File: config.mk
export PLATFORM = sky130hd
export DESIGN_NAME = m_ext_iter_unit
export DESIGN_NICKNAME = d
export VERILOG_FILES = /design/src/rtl/m_ext_iter_unit.sv
export SDC_FILE = /design/constraint.sdc
export NUM_CORES = 1
export LEC_CHECK = 0
export CAP_MARGIN = 30
export CELL_PAD_IN_SITES_DETAIL_PLACEMENT = 0
export CELL_PAD_IN_SITES_GLOBAL_PLACEMENT = 1
export CORE_ASPECT_RATIO = 1.1
export CORE_MARGIN = 5
export CORE_UTILIZATION = 46
export CTS_BUF_LIST = sky130_fd_sc_hd__clkbuf_2
export DETAILED_ROUTE_END_ITERATION = 6
export GPL_ROUTABILITY_DRIVEN = 0
export GPL_TIMING_DRIVEN = 0
export PLACE_DENSITY = 0.92
export SLEW_MARGIN = 10
export SYNTH_ARGS = -nofsm -noshare
export SYNTH_HDL_FRONTEND = slang
export SYNTH_SLANG_ARGS = --single-unit
File: constraint.sdc
create_clock -name clk -period 6.2 [get_ports clk]
set_input_delay 1.24 -clock clk [delete_from_list [all_inputs] [get_ports clk]]
set_output_delay 1.24 -clock clk [all_outputs]
set_load 0.01 [all_outputs]
File: src/rtl/m_ext_iter_unit.sv
// Iterative RV32M unit: one bit per cycle shift-add multiply and restoring divide.
// Optional macro M_EARLY_OUT_EN lets trivial operations skip the iteration phase.
module m_ext_iter_unit #(
  parameter int XLEN = 32
) (
  input  logic            clk,
  input  logic            rst,
  input  logic            startE,
  input  logic [4:0]      alu_opE,
  input  logic [XLEN-1:0] SrcAE,
  input  logic [XLEN-1:0] SrcBE,
  output logic            mul_use,
  output logic            flagM,
  output logic [XLEN-1:0] result_m
);

  localparam int CW = $clog2(XLEN);

  localparam logic [4:0] OP_MUL    = 5'b01011;
  localparam logic [4:0] OP_MULH   = 5'b01100;
  localparam logic [4:0] OP_MULHSU = 5'b01101;
  localparam logic [4:0] OP_MULHU  = 5'b01110;
  localparam logic [4:0] OP_DIV    = 5'b01111;
  localparam logic [4:0] OP_DIVU   = 5'b10000;
  localparam logic [4:0] OP_REM    = 5'b10001;
  localparam logic [4:0] OP_REMU   = 5'b10010;

  typedef enum logic [1:0] {IDLE, BUSY, DONE} state_t;

  state_t            state, state_next;
  logic [CW-1:0]     cnt;
  logic [4:0]        op;
  logic              a_neg, b_neg, div_zero;
  logic [XLEN-1:0]   opnd;
  logic [2*XLEN-1:0] acc;

  logic              is_m_op, accept, op_div_in, a_sgn_in, b_sgn_in, a_neg_in, b_neg_in;
  logic [XLEN-1:0]   a_mag_in, b_mag_in;
  logic              is_div, done_entry;
  logic [XLEN:0]     mul_sum, div_shift, div_sub;
  logic              div_ge;
  logic [XLEN-1:0]   div_rem;
  logic [2*XLEN-1:0] mul_next, div_next, acc_next, prod_signed;
  logic [XLEN-1:0]   quo, rem, quo_res, rem_res, final_res;

`ifdef M_EARLY_OUT_EN
  logic              early, early_in;
  logic [XLEN-1:0]   early_res, early_res_in;
  logic              ovf_in;
`endif

  // Request decode and operand magnitudes, sampled on the accepting edge
  always_comb begin
    is_m_op   = (alu_opE >= OP_MUL) && (alu_opE <= OP_REMU);
    accept    = (state == IDLE) && startE && is_m_op;
    op_div_in = (alu_opE >= OP_DIV);
    a_sgn_in  = (alu_opE == OP_MUL) || (alu_opE == OP_MULH) || (alu_opE == OP_MULHSU) ||
                (alu_opE == OP_DIV) || (alu_opE == OP_REM);
    b_sgn_in  = (alu_opE == OP_MUL) || (alu_opE == OP_MULH) ||
                (alu_opE == OP_DIV) || (alu_opE == OP_REM);
    a_neg_in  = a_sgn_in && SrcAE[XLEN-1];
    b_neg_in  = b_sgn_in && SrcBE[XLEN-1];
    a_mag_in  = a_neg_in ? -SrcAE : SrcAE;
    b_mag_in  = b_neg_in ? -SrcBE : SrcBE;
  end

`ifdef M_EARLY_OUT_EN
  always_comb begin
    ovf_in       = ((alu_opE == OP_DIV) || (alu_opE == OP_REM)) &&
                   (SrcAE == {1'b1, {(XLEN-1){1'b0}}}) && (SrcBE == '1);
    early_in     = 1'b0;
    early_res_in = '0;
    if (op_div_in) begin
      if (SrcBE == '0) begin
        early_in     = 1'b1;
        early_res_in = ((alu_opE == OP_DIV) || (alu_opE == OP_DIVU)) ? '1 : SrcAE;
      end else if (ovf_in) begin
        early_in     = 1'b1;
        early_res_in = (alu_opE == OP_DIV) ? {1'b1, {(XLEN-1){1'b0}}} : '0;
      end
    end else if ((SrcAE == '0) || (SrcBE == '0)) begin
      early_in = 1'b1;
    end
  end
`endif

  always_comb begin
    state_next = state;
    case (state)
      IDLE:    if (accept) state_next = BUSY;
      BUSY:    if (cnt == '0) state_next = DONE;
      DONE:    state_next = IDLE;
      default: state_next = IDLE;
    endcase
  end

  // One iteration step; the divider borrow bit doubles as the compare result
  always_comb begin
    is_div     = (op >= OP_DIV);
    done_entry = (state == BUSY) && (cnt == '0);
    mul_sum    = {1'b0, acc[2*XLEN-1:XLEN]} + (acc[0] ? {1'b0, opnd} : '0);
    mul_next   = {mul_sum, acc[XLEN-1:1]};
    div_shift  = acc[2*XLEN-1:XLEN-1];
    div_sub    = div_shift - {1'b0, opnd};
    div_ge     = ~div_sub[XLEN];
    div_rem    = div_ge ? div_sub[XLEN-1:0] : div_shift[XLEN-1:0];
    div_next   = {div_rem, acc[XLEN-2:0], div_ge};
    acc_next   = is_div ? div_next : mul_next;
  end

  always_comb begin
    prod_signed = (a_neg ^ b_neg) ? -mul_next : mul_next;
    quo         = div_next[XLEN-1:0];
    rem         = div_next[2*XLEN-1:XLEN];
    quo_res     = div_zero ? '1 : ((a_neg ^ b_neg) ? -quo : quo);
    rem_res     = a_neg ? -rem : rem;
    case (op)
      OP_MUL:                       final_res = prod_signed[XLEN-1:0];
      OP_MULH, OP_MULHSU, OP_MULHU: final_res = prod_signed[2*XLEN-1:XLEN];
      OP_DIV, OP_DIVU:              final_res = quo_res;
      OP_REM, OP_REMU:              final_res = rem_res;
      default:                      final_res = '0;
    endcase
  end

  always_ff @(posedge clk) begin
    if (!rst) begin
      state     <= IDLE;
      cnt       <= '0;
      op        <= '0;
      a_neg     <= 1'b0;
      b_neg     <= 1'b0;
      div_zero  <= 1'b0;
      opnd      <= '0;
      acc       <= '0;
      result_m  <= '0;
`ifdef M_EARLY_OUT_EN
      early     <= 1'b0;
      early_res <= '0;
`endif
    end else begin
      state <= state_next;
      if (accept) begin
        op       <= alu_opE;
        a_neg    <= a_neg_in;
        b_neg    <= b_neg_in;
        div_zero <= (SrcBE == '0);
        if (op_div_in) begin
          opnd <= b_mag_in;
          acc  <= {{XLEN{1'b0}}, a_mag_in};
        end else begin
          opnd <= a_mag_in;
          acc  <= {{XLEN{1'b0}}, b_mag_in};
        end
`ifdef M_EARLY_OUT_EN
        early     <= early_in;
        early_res <= early_res_in;
        cnt       <= early_in ? '0 : CW'(XLEN-1);
`else
        cnt       <= CW'(XLEN-1);
`endif
      end else if (state == BUSY) begin
        acc <= acc_next;
        cnt <= cnt - CW'(1);
      end
      if (done_entry) begin
`ifdef M_EARLY_OUT_EN
        result_m <= early ? early_res : final_res;
`else
        result_m <= final_res;
`endif
      end
    end
  end

  assign mul_use = (state == BUSY);
  assign flagM   = (state == DONE);

endmodule

==> summary.txt, run 1 <==
Floorplanning
  • Full die area: between 40,000 and 50,000 sq um
  • Row cnt: 74
  • Starting density of the core: 0.462
  • Die Ht: approximately 210 um
  • Die width: 193 um
  • Core Area: 36,900 sq um
  • Boundary pin count: between 100 and 150

Synthesis
  • Share of the synthesized area in the top cell type: 0.168
  • Post-synth ARST share: 0
  • Post-synth cell types: approximately 100
  • Top FF cell, synth: dfxtp_1
  • Synth Warn #: 0
  • Synth top cells by count: nand2_1, nor2_1, a21oi_1
  • Syn Area/Cell: just under 7 sq um
  • Top-count cell post-synth: nand2_1
  • Post-synth EDFFs: 0
  • Top cells by area, synth: dfxtp_1, nand2_1, a21oi_1
  • Post-synthesis sequential area ratio: 0.168
  • Flops & latches, synth: approximately 140
  • Post-synth top area cell: dfxtp_1
  • Gate Count Post-Synth: 2,480
  • Post-Syn Area: ~17,000 sq um
  • Syn nets: between 2,000 and 3,000

Worst setup path
  • Worst Path Required: roughly 6.9 ns
  • Critical path class: reg -> reg
  • Maximum fanout along the worst path: 10
  • Reg-to-Reg End: result_m[22]$_SDFFE_PN0P_
  • CP arrival: a little under 7 ns
  • Crit. End Element: register
  • Crit start category: register
  • Number of cells on the worst reg-to-reg path: 23
  • Worst r2r src: acc[31]$_SDFFE_PN0P_
  • R2R Setup Slk: between 0.1 and 0.15 ns

Routing
  • Via count of the routed design: 20,800
  • Vias per cell: around 6.7
  • Routed WL: ~76,000 um
  • Iter 0 DRT Violations: between 3,000 and 4,000
  • Antenna-violating nets left: 0
  • Drt wl/cell: between 20 and 25 um
  • TritonRoute pass-1 iters: 7
  • # DRC: 40

Timing
  • RSZ-0062 raised after global routing: false
  • Actual slew at the worst max-slew pin: roughly 1.1 ns
  • Clk_skew: approximately 0.065 ns
  • Setup TNS: 0 ns
  • Max Clock Freq: between 150 and 200 MHz
  • Setup Viol. Count Final: 0
  • Max Slew Vio Count: 0
  • Relative slew slack: 0.246
  • Tcrit/Tclk final: 0.981
  • Post-route minimum period: a little over 6 ns
  • Fin. Hold Viols: 0

Global routing
  • Pin count of the biggest net entering global routing: 17
  • First-pass GRT wire length: between 100,000 and 150,000 um
  • Total gr overflow: 0
  • Gr usage total: 0.350
  • Initial antenna violation count: 1
  • Vias in the first global route: between 15,000 and 20,000

Hold path
  • Hold_sp: opnd[4]$_SDFFE_PN0P_
  • Hold Path Depth: 2
  • Worst hold path type: reg -> reg
  • Hold path endpoint: opnd[4]$_SDFFE_PN0P_

Clock tree
  • CTS buffer count: 17
  • H-tree Lvls: 4
  • Max Buffers Root-to-Sink: 2
  • Root buffer cell: clkbuf_2
  • Cts hold-fix bufs: 0
  • Reg clk slew, reported paths: between 0.2 and 0.3 ns
  • Clk sink count: about 140
  • Postcts setup bufs: 0
  • Worst skew pair latency: roughly 0.83 ns
  • CTS tree: yes

Cells and area
  • Area growth from synthesis to layout: 11.4%
  • Final core utilization: 0.515
  • Register area: 2860 sq um
  • Final layout net count: approximately 2,700
  • Share of cells above drive strength 1: 0.0512
  • # fillers: approximately 3,800
  • Area of the multi-input gates: 13,100 sq um

Pwr
  • Peak supply drop: 0.113 mV
  • Pwr per Cell Area: about 180 nW/um^2
  • Final Power: roughly 3.5 mW
  • Lkg Pwr: just under 7 nW

Run
  • Max Cap Viol: 0

Placed design
  • # port buffers: between 100 and 150
  • Detail Placement HPWL: slightly above 60,000 um

Status
  • Failing checks: design-rule violations
  • Status: finished, violations left
==> repair_timing <==
item | 4_1_cts | 5_1_grt
cloned | 0 | 0
hold endpoints to repair | 0 | 0
endpoints found under the setup margin | 11 | 11
resized for setup | 4 | 7
==> final cells by class <==
class	instances	area share
multi-input combinational	2074	0.692
sequential	143	0.151
timing repair buffer	105	0.0548
buffer	191	0.0413
tap	494	0.0326
inverter	71	0.0142
clock inverter	14	0.00916
clock buffer	18	0.00475
antenna	1	0.000132
==> layer usage <==
layer  GRT usage  wire, um
met1       0.414     27900
met2       0.538     31800
met3      0.0915      8840
met4       0.284      7610
met5           0         0
==> placed cells by master, fill, tap and decap left out, types with 44 or more instances in the layout <==
cell,Yosys,layout
a211oi_1,44,44
a21oi_1,228,227
clkbuf_1,156,153
clkdlybuf4s50_1,0,103
dfxtp_1,143,142
ha_1,71,71
inv_1,68,68
nand2_1,315,315
nand3_1,88,88
nor2_1,230,230
nor3_1,53,51
o211ai_1,120,120
o21ai_0,141,140
xnor2_1,114,114
xor2_1,83,83
==> worst max path at each step <==
stage / startpoint / endpoint / slack, ns / cells after the start
floorplan: acc[31]$_SDFFE_PN0P_ / result_m[26]$_SDFFE_PN0P_ / 1.24 / 23
global placement: acc[31]$_SDFFE_PN0P_ / result_m[22]$_SDFFE_PN0P_ / -0.33 / 24
detailed placement: acc[31]$_SDFFE_PN0P_ / result_m[22]$_SDFFE_PN0P_ / -0.45 / 24
CTS: acc[31]$_SDFFE_PN0P_ / result_m[22]$_SDFFE_PN0P_ / 0.09 / 22
global route: acc[0]$_SDFFE_PN0P_ / result_m[25]$_SDFFE_PN0P_ / 0.006 / 16
finish: acc[31]$_SDFFE_PN0P_ / result_m[22]$_SDFFE_PN0P_ / 0.12 / 23
==> report_power, final <==
group	internal (mW)	switching, mW
clock network	0.203	0.430
registers	0.960	0.0252
logic	0.593	1.27
total	1.76	1.73
==> through the flow <==
step / setup WS [ns] / instance area [sq um] / cells / hold WS, ns
floorplan: 1.24 / 17000 / 2480 / 0.432
global placement: -0.329 / 18700 / 3077 / 0.440
detailed placement: -0.448 / 18700 / 3077 / 0.444
CTS: 0.0945 / 19000 / 3109 / 0.469
global route: 0.00584 / 19000 / 3111 / 0.487
finish: 0.118 / 19000 / 3111 / 0.465
==> logic make-up (layout without fill, tap and decap cells) <==
| logic type | after synthesis | in the layout | share of synthesized area |
|---|---|---|---|
| xor gates and xnor gates | 197 | 197 | 0.101 |
| muxes | 41 | 41 | 0.0251 |
| and+or+nand+nor | 926 | 926 | 0.258 |
| AOI/OAI and AO/OA | 837 | 837 | 0.331 |
| adders and majority gates | 73 | 73 | 0.0545 |
| buffers and inverters | 263 | 399 | 0.0618 |
| DFF | 143 | 143 | 0.168 |
| other | 0 | 1 | 0 |
==> flip-flops by register name, indices dropped and copies added, names as in the netlist <==
name,flops
result_m,32
opnd,32
cnt,5
div_zero,1
state,2
a_neg,1
b_neg,1
op,5
acc,64
==> worst max-delay path, stage by stage, from the launching register on <==
cell and delay [ns]:
dfxtp_2 0.49, inv_1 0.18, ha_1 0.25, fa_1 0.43, nor2b_1 0.19, o31a_2 0.22
o21ai_2 0.12, o21ai_1 0.30, a311oi_2 0.17, o22a_1 0.26, buf_6 0.15, inv_4 0.13
clkbuf_2 0.34, buf_2 0.33, nor2_1 0.10, a21oi_2 0.21, ha_1 0.24, nand3b_1 0.17
or4_4 0.56, nor3_4 0.25, o211ai_1 0.27, o21ai_0 0.27, xnor2_1 0.24, o2bb2ai_1 0.12
Note: power is estimated with default switching activity, not from simulation.
==> run 2: changes to the inputs <==
--- a/config.mk
+++ b/config.mk
@@ -5,11 +5,10 @@
 export SDC_FILE = /design/constraint.sdc
 export NUM_CORES = 1
 export LEC_CHECK = 0
-export CAP_MARGIN = 30
+export CAP_MARGIN = 40
 export CELL_PAD_IN_SITES_DETAIL_PLACEMENT = 0
 export CELL_PAD_IN_SITES_GLOBAL_PLACEMENT = 1
 export CORE_ASPECT_RATIO = 1.1
-export CORE_MARGIN = 5
 export CORE_UTILIZATION = 46
 export CTS_BUF_LIST = sky130_fd_sc_hd__clkbuf_2
 export DETAILED_ROUTE_END_ITERATION = 6
==> run 2 against run 1 <==
The flow still finishes with violations (design-rule violations). Via count grew 0.43%. Utilization grew 0.67 points. Cell area is essentially flat. Clock skew grew 0.025 ns. Clock power shrank 10%. Sequential power is essentially flat. Register-to-register slack gained 0.09 ns. Count of clock-buffer cells in the layout shrank 1. Critical path type unchanged. Highest routed layer unchanged.
==> summary.txt, run 2 (synthesized netlist as in run 1, its figures left out) <==
Status
  • Status: finished, violations left
  • Failing checks: design-rule violations

Routing
  • Via count of the routed design: 20,900 (+0.43%)
  • Routed WL: 76,500 um (+0.44%)
  • Drt wl/cell: 24.6 um (+0.50%)
  • Vias per cell: 6.73 (+0.50%)
  • Antenna-violating nets left: 0 (unchanged)
  • # DRC: 3 (-93%)
  • TritonRoute pass-1 iters: 7 (unchanged)
  • Iter 0 DRT Violations: 3,093 (+2.7%)

Worst setup path
  • Crit. End Element: register
  • Critical path class: reg -> reg
  • Crit start category: register
  • Worst r2r src: acc[31]$_SDFFE_PN0P_
  • Number of cells on the worst reg-to-reg path: 22 (-4.3%)
  • R2R Setup Slk: 0.21 ns (+0.09 ns)
  • CP arrival: 6.74 ns (-0.07 ns)
  • Reg-to-Reg End: result_m[26]$_SDFFE_PN0P_
  • Worst Path Required: 6.95 ns (+0.02 ns)
  • Maximum fanout along the worst path: 10 (unchanged)

Clock tree
  • Worst skew pair latency: 0.86 ns (+0.03 ns)
  • Clk sink count: 143 (unchanged)
  • H-tree Lvls: 4 (unchanged)
  • CTS tree: yes
  • CTS buffer count: 17 (unchanged)
  • Postcts setup bufs: 0 (unchanged)
  • Cts hold-fix bufs: 0 (unchanged)
  • Max Buffers Root-to-Sink: 2 (unchanged)
  • Reg clk slew, reported paths: 0.27 ns (about the same)
  • Root buffer cell: clkbuf_2

Placed design
  • DP Worst Slack: -0.384 ns (+0.0641 ns)
  • Dpl cell area: 18,700 sq um (+0.11%)
  • Detail Placement HPWL: 60,800 um (-0.65%)
  • # port buffers: 103 (unchanged)

Timing
  • Actual slew at the worst max-slew pin: 0.934 ns (-0.183 ns)
  • Setup TNS: 0 ns (unchanged)
  • Max Slew Vio Count: 0 (unchanged)
  • Post-route minimum period: 5.99 ns (-0.0935 ns)
  • RSZ-0062 raised after global routing: false
  • Tcrit/Tclk final: 0.966 (-0.0151)
  • Setup Viol. Count Final: 0 (unchanged)
  • Min setup slack post-route: 0.211 ns (+0.0935 ns)
  • Relative slew slack: 0.375 (+0.129)
  • Clk_skew: 0.0905 ns (+0.0254 ns)
  • Fin. Hold Viols: 0 (unchanged)
  • Max Clock Freq: 167 MHz (+1.6%)

Floorplanning
  • Die width: 185 um (-4.1%)
  • Row cnt: 73 (-1.4%)
  • Full die area: 37,800 sq um (-7.8%)
  • Die Ht: 204 um (-3.8%)
  • Starting density of the core: 0.469 (+0.00633)
  • Core Area: 36,400 sq um (-1.4%)
  • Boundary pin count: 106 (unchanged)

Global routing
  • Total gr overflow: 0 (unchanged)
  • Pin count of the biggest net entering global routing: 17 (unchanged)
  • Vias in the first global route: 19,200 (+0.50%)
  • First-pass GRT wire length: 114,000 um (+0.84%)
  • Initial antenna violation count: 1 (unchanged)
  • Gr usage total: 0.401 (+0.0504)

Pwr
  • Clock share of power: 0.166 (-0.016)
  • Lkg Pwr: 6.83 nW (+0.11%)
  • Comb power frac: 0.548 (+0.013)
  • Sw Ratio: 0.509 (+0.0137)
  • Psw: 1.75 mW (+1.5%)
  • Sequential share of power: 0.286 (+0.003)
  • Peak supply drop: 0.112 mV (-1.4%)
  • Pwr per Cell Area: 181 nW/um^2 (-1.2%)
  • Cell internal pwr: 1.69 mW (-3.9%)

Hold path
  • Hold_sp: opnd[11]$_SDFFE_PN0P_
  • Hold Path Depth: 2 (unchanged)
  • Worst hold path type: reg -> reg
  • Hold path endpoint: opnd[11]$_SDFFE_PN0P_

Cells and area
  • Share of cells above drive strength 1: 0.0515 (+0.000284)
  • Final layout net count: 2,753 (+0.18%)
  • Largest register FFs: 64 (unchanged)
  • Commonest non-fill, non-tap cell in the layout: nand2_1
  • # fillers: 3,690 (-2.1%)
  • Area growth from synthesis to layout: 11.4% (about the same)
  • Most frequent cells in the layout: nand2_1, nor2_1, a21oi_1
  • Reg with most FFs: acc
  • Design area: 19,000 sq um (about the same)
  • Largest registers: acc x64, opnd x32, result_m x32

Run
  • Max Cap Viol: 0 (unchanged)
run 2: cell type report:
class                      count  area [sq um]  area share
inverter                      71           269      0.0142
timing repair buffer         110          1080      0.0569
multi-input combinational   2074         13100       0.692
sequential                   143          2860       0.151
clock inverter                15           144     0.00759
clock buffer                  17          85.1     0.00449
antenna                        1          2.50    0.000132
buffer                       191           790      0.0416
tap                          487           609      0.0321
run 2: worst max-delay path by stage:
stage	startpoint	to	slack [ns]	cells after the start
6_report	acc[31]$_SDFFE_PN0P_	result_m[26]$_SDFFE_PN0P_	0.21	22
3_5_place_dp	acc[31]$_SDFFE_PN0P_	result_m[22]$_SDFFE_PN0P_	-0.38	24
5_1_grt	acc[31]$_SDFFE_PN0P_	result_m[26]$_SDFFE_PN0P_	0.06	22
3_3_place_gp	acc[31]$_SDFFE_PN0P_	result_m[22]$_SDFFE_PN0P_	-0.30	24
4_1_cts	acc[31]$_SDFFE_PN0P_	result_m[26]$_SDFFE_PN0P_	0.04	23
2_1_floorplan	acc[31]$_SDFFE_PN0P_	result_m[26]$_SDFFE_PN0P_	1.24	23
run 2: through the flow:
step	std cells	total power [mW]	util	hold WS, ns
after floorplan	2480	2.16	-	0.432
after global placement	3070	2.74	0.514	0.440
after detailed placement	3075	2.77	0.514	0.446
after CTS	3107	3.33	0.521	0.469
after global routing	3109	3.55	0.522	0.488
final	3109	3.44	0.522	0.472
run 2: repair_timing:
| item | CTS | global route |
|---|---|---|
| endpoints found under the setup margin | 11 | 14 |
| endpoints found under the hold margin | 0 | 0 |
| gates resized for setup | 3 | 10 |
| pin swaps | 0 | 0 |
run 2: power by group through the flow:
stage	Combinational [mW]	Clock [mW]	Sequential (mW)
finish	1.88	0.570	0.985
floorplan	1.17	0	0.992
global placement	1.74	0	0.999
global route	1.96	0.597	0.988
CTS	1.78	0.562	0.983
detailed placement	1.77	0	1.00
run 2: layer usage:
metal | GRT usage | routed length, um | up-vias
met5 | 0 | 0 | -
met4 | 0.305 | 6650 | 0
met3 | 0.104 | 9000 | 370
met2 | 0.611 | 32500 | 1493
met1 | 0.479 | 28300 | 9683
li1 | - | - | 9381
run 2: critical path, cell delays in order (launching register included):
cell	delay [ns]
dfxtp_2	0.46
inv_1	0.15
ha_1	0.24
fa_1	0.43
nor2b_1	0.19
o31a_2	0.22
o21a_1	0.30
a21oi_1	0.17
o2bb2ai_1	0.26
o22a_1	0.19
buf_6	0.15
inv_4	0.08
buf_2	0.23
buf_2	0.28
a21oi_1	0.35
ha_1	0.26
nand3b_1	0.17
or4_4	0.56
nor3_4	0.27
o211ai_2	0.17
o41ai_2	0.42
xnor2_1	0.27
o21ai_1	0.09
